===== config.mk =====
export PLATFORM = sky130hd
export DESIGN_NAME = bin2bcd_seq
export DESIGN_NICKNAME = d
export VERILOG_FILES = /design/src/rtl/bin2bcd_pkg.sv /design/src/rtl/bin2bcd_seq_add3.sv /design/src/rtl/bin2bcd_seq.sv
export SDC_FILE = /design/constraint.sdc
export NUM_CORES = 1
export LEC_CHECK = 0
export ABC_AREA = 1
export CORE_MARGIN = 2
export CORE_UTILIZATION = 30
export DETAILED_ROUTE_END_ITERATION = 8
export GPL_TIMING_DRIVEN = 0
export SLEW_MARGIN = 20
export SYNTH_ARGS = -nofsm -noshare
export SYNTH_HDL_FRONTEND = slang
export SYNTH_SLANG_ARGS = --single-unit

===== constraint.sdc =====
create_clock -name clk -period 1.4 [get_ports clk]
set_input_delay 0.21 -clock clk [delete_from_list [all_inputs] [get_ports clk]]
set_output_delay 0.21 -clock clk [all_outputs]
set_load 0.01 [all_outputs]

===== src/rtl/bin2bcd_pkg.sv =====
// Shared types and constants for the iterative binary-to-BCD converter.
// The overflow threshold helper is only used when BIN2BCD_OVF_EN is defined.
package bin2bcd_pkg;

  typedef logic [3:0] bcd_digit_t;

  typedef enum logic {
    IDLE  = 1'b0,
    SHIFT = 1'b1
  } b2b_state_t;

  // 10^n as a 64-bit constant, evaluated at elaboration time.
  function automatic logic [63:0] pow10(input int n);
    logic [63:0] v;
    v = 64'd1;
    for (int i = 0; i < n; i++) begin
      v = v * 64'd10;
    end
    return v;
  endfunction

endpackage


===== src/rtl/bin2bcd_seq_add3.sv =====
// Double-dabble digit correction: a digit of 5 or more gets +3 before the shift.
module bcd_add3
  import bin2bcd_pkg::*;
(
  input  bcd_digit_t i_digit,
  output bcd_digit_t o_digit
);

  assign o_digit = (i_digit >= 4'd5) ? i_digit + 4'd3 : i_digit;

endmodule


===== src/rtl/bin2bcd_seq.sv =====
// Iterative double-dabble converter, one input bit per clock behind valid/ready.
// Optional overflow saturation is enabled by defining BIN2BCD_OVF_EN.
module bin2bcd_seq
  import bin2bcd_pkg::*;
#(
  parameter int WIDTH  = 32,
  parameter int DIGITS = 6
) (
  input  logic                clk,
  input  logic                rst,
  input  logic                in_valid,
  input  logic [WIDTH-1:0]    in_bin,
  output logic                in_ready,
  output logic                out_valid,
  output logic [4*DIGITS-1:0] out_bcd,
  output logic                out_ovf,
  output b2b_state_t          o_dbg_state
);

  // Handshake: a value is accepted on any rising edge where in_valid && in_ready;
  // in_ready is high exactly while IDLE. out_valid is a one-cycle pulse and
  // out_bcd/out_ovf hold until the next completion. Busy-time in_valid is ignored.

  localparam int CW = $clog2(WIDTH);
  localparam int BW = 4 * DIGITS;

  b2b_state_t       r_state;
  logic [CW-1:0]    r_cnt;
  logic [WIDTH-1:0] r_sr;
  logic [BW-1:0]    r_acc;
  logic [BW-1:0]    r_out_bcd;
  logic             r_out_valid;
  logic [BW-1:0]    w_corr;
  logic [BW-1:0]    w_next_acc;

  for (genvar g = 0; g < DIGITS; g++) begin : g_add3
    bcd_add3 u_add3 (
      .i_digit(r_acc[4*g +: 4]),
      .o_digit(w_corr[4*g +: 4])
    );
  end

  // Carry out of the top digit falls off here, giving in_bin mod 10^DIGITS.
  assign w_next_acc = {w_corr[BW-2:0], r_sr[WIDTH-1]};

`ifdef BIN2BCD_OVF_EN
  localparam logic [63:0] OVF_LIM = pow10(DIGITS);
  logic r_ovf_pend;
  logic r_out_ovf;
`endif

  always_ff @(posedge clk) begin
    if (rst) begin
      r_state     <= IDLE;
      r_cnt       <= '0;
      r_sr        <= '0;
      r_acc       <= '0;
      r_out_bcd   <= '0;
      r_out_valid <= 1'b0;
`ifdef BIN2BCD_OVF_EN
      r_ovf_pend  <= 1'b0;
      r_out_ovf   <= 1'b0;
`endif
    end else begin
      r_out_valid <= 1'b0;
      case (r_state)
        IDLE: begin
          if (in_valid) begin
            r_sr    <= in_bin;
            r_acc   <= '0;
            r_cnt   <= CW'(WIDTH - 1);
            r_state <= SHIFT;
`ifdef BIN2BCD_OVF_EN
            r_ovf_pend <= (64'(in_bin) >= OVF_LIM);
`endif
          end
        end
        SHIFT: begin
          r_acc <= w_next_acc;
          r_sr  <= {r_sr[WIDTH-2:0], 1'b0};
          r_cnt <= r_cnt - 1'b1;
          if (r_cnt == '0) begin
            r_state     <= IDLE;
            r_out_valid <= 1'b1;
`ifdef BIN2BCD_OVF_EN
            r_out_bcd   <= r_ovf_pend ? {DIGITS{4'h9}} : w_next_acc;
            r_out_ovf   <= r_ovf_pend;
`else
            r_out_bcd   <= w_next_acc;
`endif
          end
        end
        default: r_state <= IDLE;
      endcase
    end
  end

  assign in_ready    = (r_state == IDLE);
  assign out_valid   = r_out_valid;
  assign out_bcd     = r_out_bcd;
  assign o_dbg_state = r_state;
`ifdef BIN2BCD_OVF_EN
  assign out_ovf = r_out_ovf;
`else
  assign out_ovf = 1'b0;
`endif

endmodule


Word level (Yosys, flattened, before mapping)
Index checks and enable logic that the tools add are counted.
{"block": "classes", "n_addsub": 7, "multipliers": 0, "n_div": 0, "magnitude_cmp": 6, "eq_ne": 1, "n_shift": 0, "muxes": 16, "bitwise_logic": 1, "reduce_logical": 3}
{"op": "$pmux W32 S2", "count": 1}
{"op": "$pmux W24 S2", "count": 1}
{"op": "$mux W32", "count": 1}
{"op": "$ge A4 B3 Y1 const B", "count": 6}
{"op": "$mux W24", "count": 1}
{"op": "$add A4 B2 Y4 const B", "count": 5}
{"op": "$mux W4", "count": 5}
{"op": "$pmux W5 S2", "count": 1}
{"op": "$logic_not A5 Y1", "count": 1}
{"op": "$mux W5", "count": 1}
{"op": "$sub A5 B1 Y5 const B", "count": 1}
{"op": "$add A3 B2 Y3 const B", "count": 1}
{"op": "$mux W1", "count": 3}
{"op": "$mux W3", "count": 1}
{"op": "$ne A2 B2 Y1 const B", "count": 1}
{"op": "$pmux W1 S2", "count": 1}
{"op": "$reduce_and A2 Y1", "count": 1}
{"op": "$reduce_or A2 Y1", "count": 1}
{"op": "$not A1 Y1", "count": 1}
{"block": "totals", "reg_bits": 87, "latchBits": 0, "ramBits": 0, "mem_bits_ro": 0, "input_bits": 35, "output_inout_bits": 28, "word_cells": 40, "memories": 0}

Longest topological paths before layout
Gate-level depths: netlist (run 1).
{"block": "depth", "depth_word": 3, "mapped_depth": 10, "ltp_nobuf": 9}

Cells and area by module
From an unflattened synthesis (run 1), not the netlist that was laid out.
{"block": "unflattened", "cells_unflattened": 636, "hier_area_um2": 4361.7}
{"module": "bin2bcd_seq", "n_inst": 1, "cells_per_inst": 498, "area_each_um2": 3550.9, "seq_area_each_um2": 1741.7}
{"module": "bcd_add3", "n_inst": 6, "cells_per_inst": 23, "area_each_um2": 135.1, "seq_area_each_um2": 0.0}

Least setup slack after synthesis (run 1)
OpenSTA, ideal clock, no wires.
{"block": "synth_path", "kind": "reg-to-reg", "startpoint": "register r_cnt[0]", "endpoint": "register r_out_bcd[12] (netlist: out_bcd[12])", "setup_time_ps": 112, "arrival_ps": 1253, "t_required_ps": 1288, "slack_ps": 34, "path_stages_with_launch": 11, "n_path_buf": 1, "synth_period_minus_slack_ps": 1366, "cell_sequence": "dfxtp_1 > inv_1 > ha_1 > nand3_1 > nor2_1 > nand2_1 > nand2_1 > inv_2 > buf_2 > nand2_1 > nand2_1"}
{"block": "synth_between", "elab_chain_cells": 2}
{"element": "from (decl)", "line": "bin2bcd_seq.sv:28", "text": "logic [CW-1:0] r_cnt;"}
{"element": "from (signal assigned)", "line": "bin2bcd_seq.sv:71", "text": "r_cnt <= CW'(WIDTH - 1);"}
{"element": "from (signal assigned)", "line": "bin2bcd_seq.sv:81", "text": "r_cnt <= r_cnt - 1'b1;"}
{"element": "$logic_not A5 Y1", "line": "bin2bcd_seq.sv:82", "text": "if (r_cnt == '0) begin"}
{"element": "$reduce_and A2 Y1 (no line)"}
{"element": "to (signal assigned)", "line": "bin2bcd_seq.sv:89", "text": "r_out_bcd <= w_next_acc;"}
{"element": "to (decl)", "line": "bin2bcd_seq.sv:31", "text": "logic [BW-1:0] r_out_bcd;"}
Every way passes these cells.
A chain may end at the register's enable or synchronous reset.

Worst setup path after layout (run 1)
{"block": "layout_path", "startpoint": "register r_cnt[0]", "endpoint": "register r_out_bcd[21] (netlist: out_bcd[21])"}
Same word-level chain as after synthesis.

==> results of run 1 <==
## synthesized netlist by cell type
cell / n
sky130_fd_sc_hd__buf_6: 2
sky130_fd_sc_hd__a221oi_1: 1
sky130_fd_sc_hd__dfxtp_1: 87
sky130_fd_sc_hd__nand3_1: 54
sky130_fd_sc_hd__nand4_1: 13
sky130_fd_sc_hd__inv_2: 2
sky130_fd_sc_hd__nand2_1: 231
sky130_fd_sc_hd__a21oi_1: 40
sky130_fd_sc_hd__o21ai_0: 9
sky130_fd_sc_hd__conb_1: 1
sky130_fd_sc_hd__inv_1: 60
sky130_fd_sc_hd__nor2_4: 1
sky130_fd_sc_hd__buf_4: 5
sky130_fd_sc_hd__buf_1: 4
sky130_fd_sc_hd__ha_1: 13
sky130_fd_sc_hd__clkbuf_1: 7
sky130_fd_sc_hd__nand2_2: 1
sky130_fd_sc_hd__clkinv_1: 1
sky130_fd_sc_hd__a22oi_1: 24
sky130_fd_sc_hd__nor2_2: 1
sky130_fd_sc_hd__nor3_4: 1
sky130_fd_sc_hd__a31oi_1: 1
sky130_fd_sc_hd__nor2_1: 3
sky130_fd_sc_hd__buf_2: 9
## what timing repair did
item | 4_1_cts | 5_1_grt
setup buffers | 4 | 5
gates cloned | 0 | 2
resized for setup | 53 | 51
pin swaps | 2 | 3
endpoints found under the setup margin | 65 | 71
## report_power, final
group / internal (uW) / leakage [uW] / switching [uW]
Combinational: 310 / 0.00188 / 353
Sequential: 2560 / 0.000710 / 48.3
Clock: 1190 / 0.000126 / 914
## worst min-delay path, stage by stage, from the launching register on
cell and delay [ns]:
sky130_fd_sc_hd__dfxtp_1 0.31, sky130_fd_sc_hd__nand2_1 0.06, sky130_fd_sc_hd__nand2_1 0.04
## cell usage in the layout (no fill, tap or decap), types with 7 or more instances in the layout
cell type,netlist,layout
sky130_fd_sc_hd__ha_1,13,12
sky130_fd_sc_hd__buf_4,5,11
sky130_fd_sc_hd__nand4_1,13,13
sky130_fd_sc_hd__a21oi_1,40,38
sky130_fd_sc_hd__nand3_1,54,47
sky130_fd_sc_hd__inv_1,60,57
sky130_fd_sc_hd__clkbuf_16,0,10
sky130_fd_sc_hd__buf_6,2,10
sky130_fd_sc_hd__a22oi_1,24,24
sky130_fd_sc_hd__dlygate4sd2_1,0,25
sky130_fd_sc_hd__clkdlybuf4s50_1,0,34
sky130_fd_sc_hd__nand2_1,231,221
sky130_fd_sc_hd__nand2_2,1,9
sky130_fd_sc_hd__o21ai_0,9,9
sky130_fd_sc_hd__dfxtp_1,87,80
sky130_fd_sc_hd__dfxtp_2,0,7
## through the flow
| stage | utilization [%] | worst slack, ns |
|---|---|---|
| floorplan | - | 0.0344 |
| global placement | 36.8 | -0.358 |
| detailed placement | 36.8 | -0.364 |
| CTS | 39.2 | 0.000879 |
| global route | 40.8 | -0.0447 |
| finish | 40.8 | 0.0327 |
## kinds of logic after synthesis
family | count (synthesis) | synth area share, %
flip-flops | 87 | 43.5
AO/OA/AOI/OAI | 75 | 11.0
buffers and inverters | 90 | 9.57
other | 1 | 0.0937
adder cells (fa/ha/maj) | 13 | 4.07
AND/OR/NAND/NOR | 305 | 31.7
## flip-flops by register name, summed over array words and instances, names as in the netlist
name / cells
o_dbg_state: 1
out_bcd: 24
out_valid: 1
r_acc: 24
r_cnt: 5
r_sr: 32
## how the worst max path moves through the flow
stage / startpoint / end / slack, ns / cells after the start
floorplan: r_cnt[0] / out_bcd[12] / 0.03 / 10
global placement: rst / out_bcd[1] / -0.36 / 7
detailed placement: rst / r_acc[20] / -0.36 / 4
CTS: rst / r_sr[0] / 0.0009 / 4
global route: r_cnt[0] / out_bcd[2] / -0.04 / 7
finish: r_cnt[0] / out_bcd[21] / 0.03 / 7
## area by class of cell
cell class / count / area, sq um
timing repair buffer: 72 / 678
inverter: 63 / 239
buffer: 27 / 226
tap: 176 / 220
clock buffer: 12 / 236
fill: 1394 / 7780
multi-input combinational: 394 / 1980
sequential: 87 / 1750
clock inverter: 4 / 22.5
## routing by layer
metal,vias to the layer above,wire length (um),GRT usage (%)
met5,-,0,0
met4,0,117,4.93
met3,12,636,3.75
met2,105,4750,24.1
met1,1697,4340,16.6
li1,1999,-,-
==> metrics list, run 1 <==
* Final setup violation count: 0
* Area share of the largest cell type after synthesis: 43.5%
- Type of element capturing the critical path: register
- For the worst setup path, the data arrival time is 1.64 ns.
- Peak VDD IR: between 0.4 and 0.5 mV
* Worst Path Required: roughly 1.7 ns
* Placement Rows: 42
- The floorplan step defined a die boundary enclosing roughly 14000 sq um.
- Once detailed placement completed, the half-perimeter wirelength came to ~7200 um.
* Total count of max-transition violations in the final report: 0
- H-tree levels: 3
- Summing all non-filler instances in the final layout gives an area of ~5400 sq um.
* Seq cells post-synth: 87
- Minimum period implied by the final worst setup slack: 1.37 ns
* CP max stage cell: sky130_fd_sc_hd__dfxtp_2
- Post-Syn Area per Cell: between 7 and 8 sq um
* Source-to-sink clock delay at the later pin of the worst-skew pair: about 0.34 ns
- Global placement routability congestion: 0.823
* Instance area after placement: about 4800 sq um
- Counting every net in the synthesized netlist gives 619.
- Chip Width: around 120 um
* Wire length after detailed routing: roughly 9800 um
- Detail-routed via count per cell: ~4.6
* Worst setup slack for register-to-register paths: ~0.033 ns
- Post-route antenna net violation count: 0
- Cell taking the most area after synthesis: sky130_fd_sc_hd__dfxtp_1
- The critical path in this run is classified as register to register.
- The area growth from synthesis to layout is 33.8%.
* Number of search-and-repair iterations in the first detailed-routing pass: 5
* Die boundary height: roughly 120 um
- For this design the ratio of total power to cell area is about 1000 nW/um^2.
- The number of antenna violations at the first check in global routing came to 0.
* Final std cells w/o fill: approximately 840
- Startpoint of the tightest hold check path: out_bcd[11]
* Initial core utilization: between 30% and 40%
* Result of the run: complete, no violations
- Number of top-level design ports: 63
* Via count of the first global-routing pass: ~3700
* Hold violation count in the final report: 0
- At the end of the flow, the number of nets in the layout was 702.
- Syn Inst Count: 571
- The number of hold buffers added after CTS was 0.
- Total track usage: 13.9%
- In this run the critical register-to-register path is launched from r_cnt[0].
- In this run, the number of DRC markers left after iteration 0 of detailed routing was 153.
- Post-synthesis sequential area ratio: 43.5%
- Depth of the worst hold-timing path: 2
- CTS tree: done
- Count of different cell masters after synthesis: 24
- The first global-routing pass estimated between 15000 and 20000 um of wire.
* Fraction of layout cells with a size suffix above 1: 12.9%
* Delay of the slowest cell on the worst path: ~0.31 ns
* Design Power: roughly 5400 uW
- The clock net in this run drives a total of 87 sinks.
* Logic depth of the worst register-to-register path: 7
* Antenna Cells: 0
- The critical path contains buffers and inverters numbering 2 combined.
- For this design the static power due to leakage is around 0.0027 uW.
- # port buffers: 61
- For this run, the top clock speed supported by timing is approximately 0.73 GHz.
- STA classifies the critical path startpoint as a register.
* Maximum buffer depth of the clock tree: 2
- Worst hold-check slack: about 0.44 ns
* Endpoint of the lowest-slack register-to-register path: out_bcd[21]
* Maximum number of pins on one net before global-route repair: 14
* Final period util: between 90% and 100%
* Clock root cell: sky130_fd_sc_hd__clkbuf_16
* Clock transition at the register clock pins on the worst setup and hold paths after CTS: ~0.060 ns
- Unrepaired setup endpoints after global routing: true
* Hold path endpoint: out_bcd[11]
- In the routed design, unresolved DRC markers number 0.
- Adding up every negative setup slack in the final design gives 0 ns.
* Vias after detailed routing: roughly 3800
* Maxcap violations: 0
- Instance count after placement with tap cells included: 808
- Path class of the lowest-slack min-delay path: register to register
- Post-synth design cell area: approximately 4000 sq um
- Total congestion overflow after global routing: 0
- Walking the worst path, the cells encountered are inv_2 -> ha_4 -> nand3_4 -> nor3_4 -> buf_6 -> nand3_1 -> nand2_1.
* Average wire per cell in the routed design: approximately 12 um
- During synthesis, Yosys emitted a total of 0 warnings.
* Gate family responsible for the most delay along the worst path: simple AND/OR/NAND/NOR gates
- Critical path peak fanout: 10
- Area of the placeable core: 13100 sq um
- The number of clock buffers added by TritonCTS is 9.
- Max Clock Skew: about 0.0078 ns
- Top area cells in the synthesized netlist: sky130_fd_sc_hd__dfxtp_1, sky130_fd_sc_hd__nand2_1, sky130_fd_sc_hd__nand3_1, sky130_fd_sc_hd__inv_1, sky130_fd_sc_hd__a21oi_1
(Power assumes the default switching activity.)
==> inputs of run 2 (changes only) <==
Settings changed: SKIP_CTS_REPAIR_TIMING set to 1.
==> run 2 against run 1 <==
  * The run now ends with negative setup slack left
  * Critical path depth decreased by 3
  * Worst setup slack lost 0.041 ns
  * Global-route usage decreased by 0.081 points
  * Sequential power about the same
  * Die area stayed put
  * Clock power barely moved
  * Largest cell class unchanged
  * Highest routed layer unchanged
==> metrics list, run 2 (synthesis gave the netlist of run 1 again) <==
- Result of the run: finished, violations left
- Violations in the final reports: negative setup slack
- Detailed router's first-iteration violation count: roughly 170
- After detailed routing, the number of remaining DRC violations is 0.
- For this run, the slowest stage of the critical path takes ~0.36 ns.
- Number of fill cells: 1373
- Setup violations remaining at the end of the flow were counted as 1.
- Average wire per cell in the routed design: 12.2 um
- After detailed routing, the wire length on met1 is about 4500 um.
* H-tree levels: 3
- Wire length after detailed routing: 10200 um
- Antenna Cells: 0
* Final std cells w/o fill: about 830
* CP max stage cell: sky130_fd_sc_hd__dfxtp_4
- Once detailed placement completed, the half-perimeter wirelength came to approximately 7200 um.
* Source-to-sink clock delay at the later pin of the worst-skew pair: approximately 0.34 ns
- Largest reg by FF count: r_sr
* Maxcap violations: 0
- In this run the worst setup path begins at o_dbg_state.
- Measured against its own limit, the worst slew margin works out to around 61%.
- Worst path most repeated cell: sky130_fd_sc_hd__buf_6
* Critical path peak fanout: 10
* Minimum period implied by the final worst setup slack: between 1 and 1.5 ns
- The clock drives 87 sinks.
* Clock root cell: sky130_fd_sc_hd__clkbuf_16
* Post-route antenna net violation count: 0
* Final period util: 101%
* DR top layer: met4
* Number of antenna violations at the first check in global routing: 0
* DR WL met2: between 4000 and 5000 um
- In the layout the commonest cells are sky130_fd_sc_hd__nand2_1, sky130_fd_sc_hd__dfxtp_1, sky130_fd_sc_hd__inv_1.
- Setup slack on the critical path of the routed design comes to -0.00855 ns.
- Once placement completed, the tool counted placed cells totaling 808.
- CTS tree: done
- Vias after detailed routing: 3860
- The hold violation count in the final report came to 0.
* Global-route wire length before repair: 16000 um
- Most common cell after layout, fill and taps aside: sky130_fd_sc_hd__nand2_1
- The via count of the first global-routing pass came to 3630.
- Detail-routed via count per cell: about 4.6
- The path class of the tightest hold or removal check is register to register.
* Max reg flops: 32
- Input and output buffers added on the ports amount to 61.
* CTS buffer count: 9
- The worst-case IR drop observed on VDD is around 0.44 mV.
- In the final design database the tool counted 700 nets.
* Die boundary height: 119 um
- STA classifies the critical path endpoint as an output pin.
- Chain of cells forming the critical path: buf_6 -> buf_6 -> inv_1 -> clkbuf_2
- The clock passes through at most 2 buffers.
- In the global route stage, overall resource usage came out at about 14%.
- Data arrival time of the critical path: roughly 1.2 ns
* Worst Path Required: 1.19 ns
* Area of the placeable core: around 13000 sq um
- Growth of design area from synthesis to finish: 34.9%
* Number of top-level design ports: 63
* Area enclosed by the die boundary: roughly 14000 sq um
- Startpoint of the tightest hold check path: out_bcd[23]
* Least-Margin Pin Slew: around 0.59 ns
- Total congestion overflow after global routing: 0
* Max Clock Skew: between 0.008 and 0.009 ns
* Total met3 wirelength after detailed routing: approximately 570 um
* Total count of max-transition violations in the final report: 0
* Highest Clock Rate: around 0.71 GHz
- For this configuration, the core starts out at a cell density of 30.5%.
- In this run the register-to-register setup slack is 0 ns.
* Number of search-and-repair iterations in the first detailed-routing pass: 6
- Clock-pin slew was measured on the worst setup and hold paths at 0.06 ns.
- The worst setup path is launched from a register.
- Maximum number of pins on one net before global-route repair: 14
* Placement Rows: 42
- In the final layout, the share of cells above drive strength 1 is roughly an eighth.
- Global placement routability congestion: 0.823
- FF-to-FF Start: r_cnt[1]
- The completed layout was analyzed and its total power is about 5400 uW.
- Leakage component of the power: approximately 0.0030 uW
- Setup repair after global routing could not meet its margin everywhere.
- Category of the critical setup timing path: register to output pin
- The floorplan step set the die width to 119 um.
- Power density relative to cell area: just under 1000 nW/um^2
[run 2: cell count changes in the layout (fill, tap and decap cells not counted), sizes merged]
cell | previous run | this run
buf | 29 | 23
dlymetal6s2s | 1 | 26
clkbuf | 22 | 26
dlygate4sd2 | 25 | 0
[run 2: area by class of cell]
cell class | instances | area (sq um) | area share (%)
Timing Repair Buffer | 70 | 771 | 14.3
Inverter | 63 | 239 | 4.43
Clock buffer | 12 | 236 | 4.38
Buffer | 27 | 190 | 3.52
Multi-Input combinational cell | 394 | 1970 | 36.4
Sequential cell | 87 | 1750 | 32.5
Tap cell | 176 | 220 | 4.08
Clock inverter | 4 | 22.5 | 0.417
[run 2: final timing paths]
path	endpoint	cells past startpoint
worst max-delay path	in_ready	4
worst min register to register	out_bcd[23]	2
worst min-delay path	out_bcd[23]	2
worst max register to register	out_bcd[3]	10
[run 2: where the power goes]
group	switching, uW	internal [uW]	leakage (uW)
Sequential	49.7	2560	0.000711
Combinational	349	294	0.00219
Clock	923	1190	0.000126
Total	1320	4050	0.00303
[run 2: per-layer routing]
| metal | global-route usage [%] | vias to the layer above |
|---|---|---|
| li1 | - | 1998 |
| met1 | 16.4 | 1732 |
| met2 | 23.9 | 114 |
| met3 | 3.85 | 16 |
| met4 | 4.93 | 0 |
| met5 | 0 | - |
[run 2: through the flow]
| stage | area, sq um | setup TNS [ns] | hold WS [ns] | utilization (%) | worst slack (ns) |
|---|---|---|---|---|---|
| 6_report | 5400 | -0.00855 | 0.438 | 41.1 | -0.00855 |
| 5_1_grt | 5400 | -1.47 | 0.461 | 41.1 | -0.0759 |
| 2_1_floorplan | 4000 | 0 | 0.354 | - | 0.0344 |
| 4_1_cts | 5090 | -6.94 | 0.447 | 38.8 | -0.605 |
| 3_3_place_gp | 4830 | -21.89 | 0.429 | 36.8 | -0.358 |
| 3_5_place_dp | 4830 | -22.44 | 0.434 | 36.8 | -0.364 |
[run 2: worst max-delay path: cells and delay by family (launching register included)]
family	cells	cell delay, ns
flip-flops	1	0.36
buffers and inverters	4	0.51
==> inputs of run 3 (changes only) <==
Clock period 1.4 ns to 1.6 ns, I/O delays scaled along.
==> run 3 against run 2 <==
  * The run now ends clean
  * Critical path depth unchanged
  * Total power decreased by 14%
  * Count of clock-buffer cells in the layout unchanged
  * First-iteration DRC count increased by 15%
  * Die area unchanged
  * Sequential power decreased by 13%
  * Critical endpoint unchanged
  * Clock power decreased by 13%
==> metrics list, run 3 (synthesis gave the netlist of run 1 again) <==
- Result of the run: complete, no violations
- TritonCTS built the clock tree.
- The clock drives a little under 90 sinks.
- The via count of the first global-routing pass came to approximately 3600.
- Met3 Use GR: 3.85%
- The setup check on the worst reg-to-reg path leaves a slack of 0.13 ns.
- Entering global routing, the biggest net connects 14 pins.
* Clock root cell: sky130_fd_sc_hd__clkbuf_16
- The routed design has 9610 um of wire.
- The worst hold path begins at out_bcd[23].
- Maximum buffer depth of the clock tree: 2
* Highest Clock Rate: roughly 0.66 GHz
- Placement Rows: 42
- Among all stages on the critical path, the largest delay is contributed by sky130_fd_sc_hd__dfxtp_1.
- The H-tree was split into 3 levels.
* Path class of the lowest-slack min-delay path: register to register
* Logic depth of the worst register-to-register path: 7
* Instance count after placement with tap cells included: 808
- Number of search-and-repair iterations in the first detailed-routing pass: 5
- Average wire per cell in the routed design: about 12 um
- Clock share of power: between 40% and 50%
* Least-Margin Pin Slew: between 0.5 and 0.6 ns
- Final routed DRC violation total: 0
- The finished layout holds roughly 800 standard cells, fillers aside.
- The detailed router placed roughly 3800 vias in this run.
- Most common cell after layout, fill and taps aside: sky130_fd_sc_hd__nand2_1
- The worst hold path terminates at out_bcd[23].
* Global placement routability congestion: 0.823
- GR peak layer: met2
* Endpoint of the lowest-slack register-to-register path: out_bcd[21]
- The register with the most flip-flops in the layout has 32 of them.
- Internal power comes to between 3000 and 4000 uW.
- Detailed router's first-iteration violation count: 190
* Chip Width: between 100 and 150 um
- The number of buffers and inverters on the critical path is 4.
- Power density relative to cell area: 902 nW/um^2
- FF-to-FF Start: r_cnt[1]
- At the worst endpoint, the required time is between 1 and 1.5 ns.
* Comb power frac: a little over a tenth
- The number of max-slew violations in the final report is 0.
* Growth of design area from synthesis to finish: 28.1%
- Dividing the detail-routed via count by the number of cells gives approximately 4.6.
- Once the floorplan was initialized, standard cells occupied 30.5% of the core.
* Number of antenna violations at the first check in global routing: 0
- Final setup violation count: 0
* Fraction of power spent switching nets: around a quarter
- Maxcap violations: 0
* CTS buffer count: 9
- Proportion of power drawn by flip-flops and latches: 49.3%
- The critical path goes through buf_6 -> buf_6 -> inv_1 -> dlymetal6s2s_1.
- The worst-case IR drop observed on VDD is around 0.38 mV.
- Of the available clock period, the critical path in the final layout requires 94.9%.
* Type of origin of the critical path: register
- The analysis attributes to cell leakage a power of approximately 0.0024 uW.
- Number of fill cells: around 1400
- In this run the tightest slew margin relative to its limit is about three fifths.
* Count of nets after finishing: between 600 and 700
- 0 antenna diodes ended up in the layout.
- Type of element capturing the critical path: output pin
- Detailed placement ended at an HPWL of approximately 7200 um.
- Hold violation count in the final report: 0
* Gate family responsible for the most delay along the worst path: buffers and inverters
- The setup path with the least slack is of type register to output pin.
* # port buffers: 61
- Top library cells by usage in the layout, fill and taps aside: sky130_fd_sc_hd__nand2_1, sky130_fd_sc_hd__dfxtp_1, sky130_fd_sc_hd__clkdlybuf4s50_1
- The first global-routing pass estimated 16000 um of wire.
- Fraction of layout cells with a size suffix above 1: 6.17%
- Max Clock Skew: 0.00703 ns
- After clock tree synthesis, the clock-pin slew on the worst setup and hold paths is 0.06 ns.
- Depth of the worst hold-timing path: 2
* GRT met1 Usage: about 16%
* Unrepaired setup endpoints after global routing: false
* Number of top-level design ports: 63
- The worst path meets setup with between 0.08 and 0.09 ns of slack.
- Summed over all nets, the switching power comes to roughly 1100 uW.
* Source-to-sink clock delay at the later pin of the worst-skew pair: between 0.3 and 0.4 ns
- Die boundary height: around 120 um
- Largest reg by FF count: r_sr
- In the global route stage, overall resource usage came out at between 10% and 20%.
- Total congestion overflow after global routing: 0
* Area enclosed by the die boundary: 14300 sq um
- In this run the remaining antenna-violating nets after routing total 0.
- Data on the critical path arrives at its endpoint at around 1.3 ns.
* Post-Place Worst Slack: -0.194 ns
* Area of the placeable core: 13100 sq um
- Subtracting the final worst setup slack from the clock period gives between 1.5 and 2 ns.
- Fraction of met2 tracks used by global routing: between 20% and 30%
* Worst path most repeated cell: sky130_fd_sc_hd__buf_6
* Delay of the slowest cell on the worst path: 0.37 ns
- Critical path peak fanout: 10
-- run 3: changes by cell type in the layout (fill, tap and decap cells not counted), moves of 3 or more --
cell	before	now
sky130_fd_sc_hd__dfxtp_1	80	87
sky130_fd_sc_hd__nand3_1	48	53
sky130_fd_sc_hd__nand3_2	5	1
sky130_fd_sc_hd__dlymetal6s2s_1	26	1
sky130_fd_sc_hd__nand2_1	220	230
sky130_fd_sc_hd__clkdlybuf4s50_1	34	60
sky130_fd_sc_hd__nand2_2	12	2
sky130_fd_sc_hd__clkbuf_2	7	0
sky130_fd_sc_hd__dfxtp_2	6	0
sky130_fd_sc_hd__clkbuf_1	6	10
sky130_fd_sc_hd__buf_4	8	5
-- run 3: final cells by class --
class	instances	area, sq um	share of cell area [%]
multi-input combinational	394	1900	37.0
sequential	87	1740	34.0
timing repair buffer	61	613	12.0
clock buffer	12	236	4.61
inverter	63	236	4.61
tap	176	220	4.30
buffer	27	159	3.10
clock inverter	4	22.5	0.439
-- run 3: stage by stage --
step / hold WS [ns] / area, sq um / total power (uW) / util [%] / TNS (ns)
2_1_floorplan: 0.384 / 4000 / 2610 / - / 0
3_3_place_gp: 0.429 / 4830 / 2800 / 36.8 / -8.66
3_5_place_dp: 0.434 / 4830 / 2810 / 36.8 / -8.95
4_1_cts: 0.447 / 5090 / 4670 / 38.8 / -1.19
5_1_grt: 0.465 / 5130 / 4830 / 39.0 / 0
6_report: 0.443 / 5130 / 4620 / 39.0 / 0
-- run 3: worst min-delay path: cells and delay by family, from the launching register on --
kind | cells | cell delay [ns]
flops | 1 | 0.31
simple gates | 2 | 0.10
-- run 3: worst max path at each step --
stage | from | endpoint | depth (start not counted)
after detailed placement | rst | r_acc[20] | 4
after global placement | rst | out_bcd[1] | 7
after floorplan | r_cnt[0] | out_bcd[12] | 10
final | o_dbg_state | in_ready | 4
after CTS | o_dbg_state | in_ready | 4
after global routing | o_dbg_state | in_ready | 4
-- run 3: layer usage --
layer,vias to the layer above,part of all wire (%)
met5,-,0
met4,0,1.8
met3,17,5.8
met2,98,47
met1,1678,46
li1,1976,-
-- run 3: power by group through the flow --
stage	clock network [uW]	logic (uW)	registers, uW
2_1_floorplan	0	295	2320
3_3_place_gp	0	478	2320
3_5_place_dp	0	486	2320
4_1_cts	1910	489	2280
5_1_grt	1990	560	2290
6_report	1850	497	2280
